===== src/rtl/rf_arbiter.sv =====
`default_nettype none
// +--------------------------------------------------------------------------+
// | Module      : rf_arbiter                                                 |
// | Description : Two-master round-robin arbiter in front of a single-port   |
// |               64-bit register file with registered read. Supports a      |
// |               bounded lock giving one master back-to-back grants, routes |
// |               read data back to the granted master and flags accesses    |
// |               to addresses >= NUM_REGS.                                  |
// | Ports       : clk, reset_n (async, active low)                           |
// |               mX_req/we/addr/wdata/lock  master request side (X = 0, 1)  |
// |               mX_gnt                     combinational grant             |
// |               mX_rvalid/mX_err           return qualifiers               |
// |               rdata                      shared read-data return         |
// |               rf_addr/rf_wdata/rf_we     register-file drive             |
// |               rf_rdata                   register-file read data         |
// | Revision    : 1.0 - initial release                                      |
// +--------------------------------------------------------------------------+
module rf_arbiter #(
  parameter int NUM_REGS = 23,
  parameter int RD_LAT   = 1,
  parameter int LOCK_MAX = 8
) (
  input  logic        clk,
  input  logic        reset_n,
  input  logic        m0_req,
  input  logic        m0_we,
  input  logic [15:0] m0_addr,
  input  logic [63:0] m0_wdata,
  input  logic        m0_lock,
  output logic        m0_gnt,
  output logic        m0_rvalid,
  output logic        m0_err,
  input  logic        m1_req,
  input  logic        m1_we,
  input  logic [15:0] m1_addr,
  input  logic [63:0] m1_wdata,
  input  logic        m1_lock,
  output logic        m1_gnt,
  output logic        m1_rvalid,
  output logic        m1_err,
  output logic [63:0] rdata,
  output logic [15:0] rf_addr,
  output logic [63:0] rf_wdata,
  output logic        rf_we,
  input  logic [63:0] rf_rdata
);

  localparam logic [1:0]  ST_IDLE    = 2'd0;
  localparam logic [1:0]  ST_OWN0    = 2'd1;
  localparam logic [1:0]  ST_OWN1    = 2'd2;
  localparam logic [15:0] ADDR_LIMIT = 16'(NUM_REGS);
  localparam logic [7:0]  LOCK_LIMIT = 8'(LOCK_MAX);
  // Return pipeline: one 4-bit stage per cycle of read latency,
  // stage = {valid, master, is_read, out_of_range}.
  localparam int          PW         = RD_LAT * 4;

  logic [1:0]    state_q, state_d;
  logic          prio_q, prio_d;        // 0: m0 has priority, 1: m1
  logic [7:0]    lock_cnt_q, lock_cnt_d;
  logic [1:0]    no_relock_q, no_relock_d;
  logic [PW-1:0] pipe_q, pipe_d;

  logic          win_v;
  logic          win_m;
  logic          own_active;
  logic          sel_we;
  logic          sel_lock;
  logic [15:0]   sel_addr;
  logic [63:0]   sel_wdata;
  logic          sel_in_range;
  logic [7:0]    cnt_inc;
  logic [3:0]    stage_in;
  logic [3:0]    stage_out;

  // Winner selection. An owner that keeps requesting beats everything;
  // otherwise plain round-robin between the requesters.
  always_comb begin
    own_active = 1'b0;
    win_m      = 1'b0;
    if ((state_q == ST_OWN0) && m0_req) begin
      own_active = 1'b1;
      win_m      = 1'b0;
    end else if ((state_q == ST_OWN1) && m1_req) begin
      own_active = 1'b1;
      win_m      = 1'b1;
    end else if (m0_req && m1_req) begin
      win_m      = prio_q;
    end else begin
      win_m      = m1_req;
    end
    // Nothing is granted while reset is asserted.
    win_v = reset_n & (m0_req | m1_req);
  end

  assign sel_we       = win_m ? m1_we    : m0_we;
  assign sel_lock     = win_m ? m1_lock  : m0_lock;
  assign sel_addr     = win_m ? m1_addr  : m0_addr;
  assign sel_wdata    = win_m ? m1_wdata : m0_wdata;
  assign sel_in_range = (sel_addr < ADDR_LIMIT);

  assign m0_gnt   = win_v & ~win_m;
  assign m1_gnt   = win_v &  win_m;
  assign rf_addr  = win_v ? sel_addr  : 16'd0;
  assign rf_wdata = win_v ? sel_wdata : 64'd0;
  assign rf_we    = win_v & sel_we & sel_in_range;

  assign cnt_inc  = lock_cnt_q + 8'd1;

  // Lock FSM and priority pointer.
  always_comb begin
    state_d     = state_q;
    prio_d      = prio_q;
    lock_cnt_d  = lock_cnt_q;
    no_relock_d = 2'b00;
    if (win_v) begin
      prio_d = ~win_m;
      if (own_active) begin
        // lock_cnt counts grants in the current locked run; the grant that
        // brings it to LOCK_MAX is the last one and forces a release.
        if (sel_lock && (cnt_inc < LOCK_LIMIT)) begin
          lock_cnt_d = cnt_inc;
        end else begin
          state_d    = ST_IDLE;
          lock_cnt_d = 8'd0;
          if (sel_lock) begin
            no_relock_d[win_m] = 1'b1;
          end
        end
      end else if (sel_lock && !no_relock_q[win_m]) begin
        state_d    = win_m ? ST_OWN1 : ST_OWN0;
        lock_cnt_d = 8'd1;
      end else begin
        state_d    = ST_IDLE;
        lock_cnt_d = 8'd0;
      end
    end else begin
      // No grant at all: an owner without a request gives up ownership.
      state_d    = ST_IDLE;
      lock_cnt_d = 8'd0;
    end
  end

  // Writes in range need no return; everything else comes back RD_LAT
  // cycles later as a read return and/or an error flag.
  assign stage_in = {win_v & (~sel_we | ~sel_in_range), win_m, ~sel_we, ~sel_in_range};

  always_comb begin
    pipe_d = PW'({pipe_q, stage_in});
  end

  assign stage_out = pipe_q[PW-1 -: 4];

  assign m0_rvalid = stage_out[3] & ~stage_out[2] & stage_out[1];
  assign m1_rvalid = stage_out[3] &  stage_out[2] & stage_out[1];
  assign m0_err    = stage_out[3] & ~stage_out[2] & stage_out[0];
  assign m1_err    = stage_out[3] &  stage_out[2] & stage_out[0];
  assign rdata     = (stage_out[3] & stage_out[1] & ~stage_out[0]) ? rf_rdata : 64'd0;

  always_ff @(posedge clk or negedge reset_n) begin
    if (!reset_n) begin
      state_q     <= ST_IDLE;
      prio_q      <= 1'b0;
      lock_cnt_q  <= 8'd0;
      no_relock_q <= 2'b00;
      pipe_q      <= '0;
    end else begin
      state_q     <= state_d;
      prio_q      <= prio_d;
      lock_cnt_q  <= lock_cnt_d;
      no_relock_q <= no_relock_d;
      pipe_q      <= pipe_d;
    end
  end

endmodule
`default_nettype wire


===== config.mk =====
export PLATFORM = sky130hd
export DESIGN_NAME = rf_arbiter
export DESIGN_NICKNAME = d
export VERILOG_FILES = /design/src/rtl/rf_arbiter.sv
export SDC_FILE = /design/constraint.sdc
export NUM_CORES = 1
export LEC_CHECK = 0
export CELL_PAD_IN_SITES_DETAIL_PLACEMENT = 0
export CELL_PAD_IN_SITES_GLOBAL_PLACEMENT = 1
export CORE_AREA = 2 2 148 150
export CTS_CLUSTER_SIZE = 12
export DETAILED_ROUTE_END_ITERATION = 10
export DIE_AREA = 0 0 150 152
export PLACE_DENSITY = 0.87
export SYNTH_ARGS = -nofsm -noshare
export SYNTH_HDL_FRONTEND = slang
export SYNTH_SLANG_ARGS = --single-unit

===== constraint.sdc =====
create_clock -name clk -period 5.3 [get_ports clk]
set_clock_uncertainty 0.2 [all_clocks]
set_input_delay 1.06 -clock clk [delete_from_list [all_inputs] [get_ports clk]]
set_output_delay 1.06 -clock clk [all_outputs]
set_load 0.02 [all_outputs]

Yosys cells after proc, flatten, opt, wreduce, memory -nomap -nowiden
Index checks and enable logic that the tools add are counted.
- multiplexer cells: 29
- eq/ne operators: 3
- reductions and logical operators: 7
- order comparisons: 4
- $add $sub $neg: 1
- bitwise logic cells: 21
- operator list (kind ; number):
    $mux W64 ; 3
    $mux W16 ; 2
    $mux W8 ; 3
    $mux W2 ; 9
    $lt A16 B5 Y1 const B ; 1
    $and A1 B1 Y1 ; 14
    $mux W1 ; 11
    $add A8 B1 Y8 const B ; 1
    $lt A8 B4 Y1 const B ; 1
    $logic_and A1 B1 Y1 ; 6
    $not A1 Y1 ; 5
    $ne A3 B3 Y1 const B ; 1
    $eq A2 B1 Y1 const B ; 1
    $eq A2 B2 Y1 const B ; 1
    $lt A1 B2 Y1 const B ; 1
    $or A1 B1 Y1 ; 2
    $demux W1 S1 ; 1
    $ge A1 B1 Y1 const B ; 1
    $logic_not A1 Y1 ; 1
- register bits after elaboration: 17
- input bits: 232
- logic and storage cells: 70
- output and inout bits: 151

Depth between registers and ports, before layout
Gate-level depths: netlist of run 1.
- depth in word-level cells: 12
- mapped depth: 7
- depth with buffers taken out: 6

Worst setup path before layout of run 1
Ideal clock, no wire load.
- path kind: input port to output port
- start point: input m0_req
- end point: output rf_wdata[10]
- cell stages on the path: 6
- path slack: 1.740 ns
- buffers on the path: 2
- required time: 4.040 ns
- arrival: 2.300 ns
- path through: inv_2 -> o311ai_4 -> buf_2 -> buf_2 -> nand2_1 -> a21oi_1
- longest elaborated chain between the ends: 6
- elaborated cells between the ends (all ways): 9
- classes of those cells: mux: 5; bitwise: 2; reduce/logical: 2
- ends and longest elaborated chain (item ; RTL line ; source):
    from (decl) ; 25 ; input logic m0_req,
    $logic_and A1 B1 Y1 ; 86 ; end else if (m0_req && m1_req) begin
    $mux W1 ; 86 ;
    $mux W1 ; 83 ; end else if ((state_q == ST_OWN1) && m1_req) begin
    $mux W1 ; 80 ; if ((state_q == ST_OWN0) && m0_req) begin
    $mux W64 ; 98 ; assign sel_wdata = win_m ? m1_wdata : m0_wdata;
    $mux W64 * ; 104 ; assign rf_wdata = win_v ? sel_wdata : 64'd0;
    to (decl) ; 43 ; output logic [63:0] rf_wdata,
Mark *: on every way between the ends. The rest lies on a longest branch, timed or not.

Worst setup path in the final report of run 1
- start point: input m0_req
- end point: output rf_we
- longest elaborated chain between the ends: 7
- elaborated cells between the ends (all ways): 12
- classes of those cells: order compare: 1; mux: 5; bitwise: 4; reduce/logical: 2
- ends and longest elaborated chain (item ; RTL line ; source):
    $logic_and A1 B1 Y1 ; 86 ;
    $mux W1 ; 86 ;
    $mux W1 ; 83 ;
    $mux W1 ; 80 ;
    $mux W16 or $mux W1 (tied branches) ; 97, 95 ;
    $lt A16 B5 Y1 or $and A1 B1 Y1 (tied branches) ; 99, 105 ;
    $and A1 B1 Y1 * ; 105 ; assign rf_we = win_v & sel_we & sel_in_range;
    to (decl) ; 44 ; output logic rf_we,
Marked as above.

==> flow_summary_export.csv, run 1 <==
group,metric,value,unit
yosys,synth_area_per_cell,5.67,um2
grt,antenna_found_initial,0,
worst_hold_path,hold_path_class,"reg2reg",
die,initial_core_util,11.3,%
sta,fmax,204,MHz
yosys,ys_seq_area_share,17.6,%
setup_path,cp_data_arrival_time,3630,ps
routing,drtPass1Iterations,4,
final_layout,drive_gt1_share,2.64,%
die,io_pins,383,
clock_tree,cts_tree,"built",
placed_design,place_ws,369,ps
placed_design,post-dp-hpwl,12800,um
clock_tree,cts_sinks,17,
final_layout,area_growth,176,%
die,fp.dieArea,22800,um2
yosys,async_flop_share,100,%
grt,grt_max_degree,89,
sta,setup_violations,0,
sta,finalWorstSetupSlack,407,ps
grt,grt_pass1_wl,23100,um
clock_tree,cts-root-buf,"clkbuf_16",
yosys,synth_cell_types,36,
grt,grt_pass1_vias,4050,
setup_path,critical_path_class,"in2out",
clock_tree,postCtsResizedCells,0,
grt,grt_usage,12.7,%
sta,drv_slew,0,
routing,avgRoutedWirePerCell,14.4,um
final_layout,final_common_cell,"clkdlybuf4s50_1",
power,total_power,0.000774,W
placed_design,place_congestion,0.815,
routing,drt-total-wl,15500,um
yosys,synth_edf_count,0,
yosys,synth_top_flop_cell,"dfrtp_1",
yosys,synth_seq_cells,17,
placed_design,portBuffers,382,
yosys,synth_area,2420,um2
power,ir_drop,128,uV
routing,drt_iter0_markers,234,
die,placementRows,54,
die,core,21400,um2
setup_path,crit_path_max_fanout,36,
routing,drc,0,
final_layout,fin_nets,1030,
grt,gr-total-overflow,0,
sta,finalCriticalPeriod,4890,ps
power,p_leak,2.63,nW
clock_tree,cts_setup_buffers,0,
setup_path,end_kind,"primary output",
yosys,netlist_instances,427,
yosys,synth_warnings,0,
final_layout,finish.utilization,31.3,%
sta,finalCritPeriodShare,92.3,%
clock_tree,hold_buffers,0,
routing,via_per_inst,3.87,
clock_tree,htreeDepth,1,
power,pwr_density_cell,116,nW/um2
die,die_x,150,um
run_status,outcome,"completed",
clock_tree,clk_pin_slew,50,ps
clock_tree,clk_path_buf_depth,2,
setup_path,worstSetupStartpointType,"input pin",
clock_tree,numCtsBuffers,3,
job,maxCapViolCount,0,
sta,hold_viol,0,
routing,vias,4164,
clock_tree,clk_latency,240,ps
sta,relSlewSlack,65.8,%
sta,worst_slew_pin_slew,511,ps
routing,postRouteAntennaNets,0,
sta,tns,0,ps
die,fp.dieH,152,um
final_layout,n_antenna_cell,0,
sta,rsz0062_at_grt,"no",
final_layout,mostFrequentLayoutCells,"clkdlybuf4s50_1, nand2_1, a21oi_1",
setup_path,required,4040,ps
cells in the mapped netlist, types with 4 or more instances:
library cell / n / area share [%]
buf_2: 12 / 2.5
nor3b_1: 5 / 1.6
and2_1: 65 / 17
nor2_1: 11 / 1.7
dfrtp_1: 17 / 18
and3_1: 8 / 2.1
inv_1: 4 / 0.62
nand2_1: 166 / 26
clkbuf_1: 21 / 3.3
a21oi_1: 82 / 17
nor4_1: 7 / 1.8
state kept, by name (all words and copies together), names as in the netlist:
name,cells
state_q,2
prio_q,1
lock_cnt_q,8
no_relock_q,2
pipe_q,4
metrics by stage:
stage	hold slack, ps	instances	instance area [um2]
detailed placement	368	1072	6610
floorplan	323	431	2440
finish	370	1076	6690
global placement	367	1072	6610
CTS	381	1076	6690
global route	425	1076	6690
where the power goes:
part / total, W / internal [W] / leakage, nW / switching (W)
clock: 0.000144 / 0.000102 / 0.0382 / 0.0000428
sequential: 0.000141 / 0.000136 / 0.210 / 0.00000451
combinational: 0.000488 / 0.000274 / 2.38 / 0.000214
total: 0.000774 / 0.000512 / 2.63 / 0.000262
layer usage:
| metal | part of all wire [%] | GRT usage, % |
|---|---|---|
| met1 | 45 | 17.4 |
| met2 | 49 | 21.6 |
| met3 | 4.4 | 1.62 |
| met4 | 1.5 | 1.93 |
| met5 | 0 | 0 |
critical path, stage by stage:
cell             delay, ps
clkdlybuf4s50_1        640
inv_2                   90
o311ai_4               390
buf_4                  420
nand3_1                130
o31ai_1                100
and2_1                 160
clkdlybuf4s50_1        620
logic make-up after synthesis:
logic type | after synthesis | share of synthesized area (%)
mux | 2 | 0.827
xor+xnor | 1 | 0.362
flops | 17 | 17.6
other cells | 1 | 0.155
simple gates | 271 | 52.1
buf+inv | 39 | 6.67
fa+ha+maj | 1 | 0.517
compound gates | 95 | 21.8
final cells by class:
type,count,area (um2)
Sequential cell,17,425
Timing Repair Buffer,394,3950
Tap cell,280,350
Clock buffer,4,78.8
Fill cell,2322,14700
Multi-Input combinational cell,375,1860
Inverter,6,22.5
path summary, 6_finish.rpt:
kind | cells after the start | startpoint | slack [ps] | end
max | 8 | m0_req | 410 | rf_we
min | 2 | prio_q | 370 | prio_q
max reg2reg | 7 | state_q[1] | 3030 | state_q[1]
min reg2reg | 2 | prio_q | 370 | prio_q
max in group asynchronous | 2 | reset_n | 3630 | pipe_q[1]
min in group asynchronous | 2 | reset_n | 1070 | state_q[1]
Note: power is estimated with default switching activity, not from simulation.
==> inputs of run 2 (changes only) <==
--- a/config.mk
+++ b/config.mk
@@ -5,6 +5,7 @@
 export SDC_FILE = /design/constraint.sdc
 export NUM_CORES = 1
 export LEC_CHECK = 0
+export CAP_MARGIN = 0
 export CELL_PAD_IN_SITES_DETAIL_PLACEMENT = 0
 export CELL_PAD_IN_SITES_GLOBAL_PLACEMENT = 1
 export CORE_AREA = 2 2 148 150
==> results of run 2 <==
No change in the layout: final DEF, timing and power equal those of run 1.
==> inputs of run 3 (changes only) <==
--- a/config.mk
+++ b/config.mk
@@ -12,7 +12,7 @@
 export CTS_CLUSTER_SIZE = 12
 export DETAILED_ROUTE_END_ITERATION = 10
 export DIE_AREA = 0 0 150 152
-export PLACE_DENSITY = 0.87
+export PLACE_DENSITY = 0.82
 export SYNTH_ARGS = -nofsm -noshare
 export SYNTH_HDL_FRONTEND = slang
 export SYNTH_SLANG_ARGS = --single-unit
==> run 3 against run 2 <==
  * Worst hold slack worse by 5.8 ps
  * Sequential cell count stayed put
  * Wire length is 4.1% higher
  * Core utilization is 0.064 points lower
  * Sequential share of layout area hardly changed
  * Non-clock buffer count is 2 lower
  * Design area is 0.21% lower
  * Combinational power hardly changed
==> flow_summary_export.csv, run 3 (synthesis results as in run 1) <==
group,metric,value,unit
routing,drtPass1Iterations,5,
power,p_leak,2.62,nW
placed_design,portBuffers,382,
setup_path,r2r_end,"state_q[1]",
setup_path,cp_common_cell,"clkdlybuf4s50_1",
final_layout,fin_nets,1028,
sta,worst_slew_pin_slew,552,ps
power,switchingPower,0.000272,W
power,power_frac_comb,62.7,%
final_layout,regMostFlops,"lock_cnt_q",
grt,grt_max_degree,65,
routing,avgRoutedWirePerCell,15.0,um
sta,fmax,208,MHz
final_layout,final_common_cell,"clkdlybuf4s50_1",
power,seqPwrFrac,18.0,%
setup_path,r2r_start,"state_q[1]",
setup_path,critical_path_class,"in2out",
sta,finalCriticalPeriod,4810,ps
clock_tree,clk_pin_slew,50,ps
sta,drv_slew,0,
final_layout,n_fill_cell,2331,
setup_path,crit_chain,"clkdlybuf4s50_1 -> inv_2 -> o311ai_4 -> buf_4 -> buf_12 -> nand2_1 -> a21oi_1 -> clkdlybuf4s50_1",
setup_path,end_kind,"primary output",
power,clkPwrFrac,19.3,%
worst_hold_path,hold_path_end,"prio_q",
power,swShare,34.8,%
sta,rsz0062_at_grt,"no",
final_layout,multiInputGateArea,1860,um2
sta,finalCritPeriodShare,90.8,%
setup_path,cpPeakStageDelay,650,ps
die,core,21400,um2
sta,relSlewSlack,63.2,%
die,fp.dieArea,22800,um2
final_layout,reg.largest.list,"lock_cnt_q: 8 flops, pipe_q: 4 flops",
clock_tree,clk_latency,240,ps
grt,grt_pass1_vias,4096,
setup_path,worstSetupStartpointType,"input pin",
die,fp.dieH,152,um
clock_tree,postCtsResizedCells,0,
power,ir_drop,135,uV
routing,vias,4132,
setup_path,reg2reg_slack,3130,ps
grt,gr-total-overflow,0,
final_layout,area_growth,176,%
die,initial_core_util,11.3,%
routing,drt_iter0_markers,233,
worst_hold_path,hold_path_class,"reg2reg",
routing,drc,0,
routing,via_per_inst,3.84,
clock_tree,cts-root-buf,"clkbuf_16",
final_layout,largest_reg_flops,8,
clock_tree,cts_setup_buffers,0,
final_layout,drive_gt1_share,2.64,%
grt,antenna_found_initial,0,
final_layout,fin_cells,1075,
die,io_pins,383,
clock_tree,htreeDepth,1,
routing,postRouteAntennaNets,0,
routing,drt-total-wl,16100,um
clock_tree,numCtsBuffers,3,
placed_design,place_congestion,0.785,
die,placementRows,54,
power,pwr_density_cell,117,nW/um2
sta,hold_viol,0,
grt,grt_usage,13.2,%
run_status,outcome,"completed",
worst_hold_path,holdPathStages,2,
sta,setup_violations,0,
final_layout,ff_latch_area,425,um2
clock_tree,cts_sinks,17,
setup_path,cp_data_arrival_time,3550,ps
placed_design,post-dp-hpwl,13200,um
worst_hold_path,min_from,"prio_q",
final_layout,mostFrequentLayoutCells,"clkdlybuf4s50_1, nand2_1, a21oi_1",
setup_path,crit_path_max_fanout,33,
grt,grt_pass1_wl,23800,um
job,maxCapViolCount,0,
clock_tree,cts_tree,"built",
power,p_int,0.000511,W
clock_tree,hold_buffers,0,
placed_design,place_inst,1070,
sta,tns,0,ps
setup_path,r2r_cells,6,
clock_tree,clk_path_buf_depth,2,
setup_path,required,4040,ps
die,die_x,150,um
setup_path,cpMaxStageDelayCell,"clkdlybuf4s50_1",
==> run 3: per-layer routing <==
layer	global-route usage, %	wire length, um
met1	18.0	7240
met2	22.8	8070
met3	1.92	622
met4	1.39	176
met5	0	0
==> run 3: through the flow <==
stage | util (%) | hold slack [ps] | area [um2] | total power, W | setup slack [ps]
finish | 31.3 | 364 | 6680 | 0.000783 | 488
global route | 31.3 | 431 | 6680 | 0.000832 | 337
CTS | 31.3 | 373 | 6680 | 0.000794 | 453
detailed placement | 30.9 | 358 | 6600 | 0.000634 | 462
global placement | 30.9 | 351 | 6600 | 0.000635 | 457
floorplan | - | 323 | 2440 | 0.000322 | 1740
==> run 3: critical path, delay by kind of cell <==
kind,cells,cell delay [ps]
AO/OA/AOI/OAI,2,670
AND/OR/NAND/NOR,1,70
buffers and inverters,5,1750
==> run 3: how the worst max path moves through the flow <==
stage | endpoint | startpoint | cells after the start | slack (ps)
final | rf_wdata[60] | m0_req | 8 | 490
after global routing | rf_wdata[14] | m0_req | 8 | 340
after CTS | rf_wdata[60] | m0_req | 8 | 450
after detailed placement | rf_wdata[61] | m0_req | 8 | 460
after global placement | rf_wdata[60] | m0_req | 8 | 460
after floorplan | rf_wdata[10] | m0_req | 6 | 1740
==> run 3: power groups by stage <==
stage / combinational (W) / sequential (W) / clock (W)
final: 0.000491 / 0.000141 / 0.000151
after detailed placement: 0.000491 / 0.000143 / 0
after floorplan: 0.000180 / 0.000142 / 0
after global placement: 0.000492 / 0.000143 / 0
after global routing: 0.000527 / 0.000141 / 0.000164
after CTS: 0.000495 / 0.000141 / 0.000159
==> run 3: final cells by class <==
class / count / area share [%]
Tap cell: 280 / 5.25
Clock buffer: 3 / 1.12
Inverter: 6 / 0.337
Antenna cell: 1 / 0.0375
Sequential cell: 17 / 6.37
Clock inverter: 1 / 0.0749
Timing Repair Buffer: 392 / 58.9
Multi-Input combinational cell: 375 / 27.9
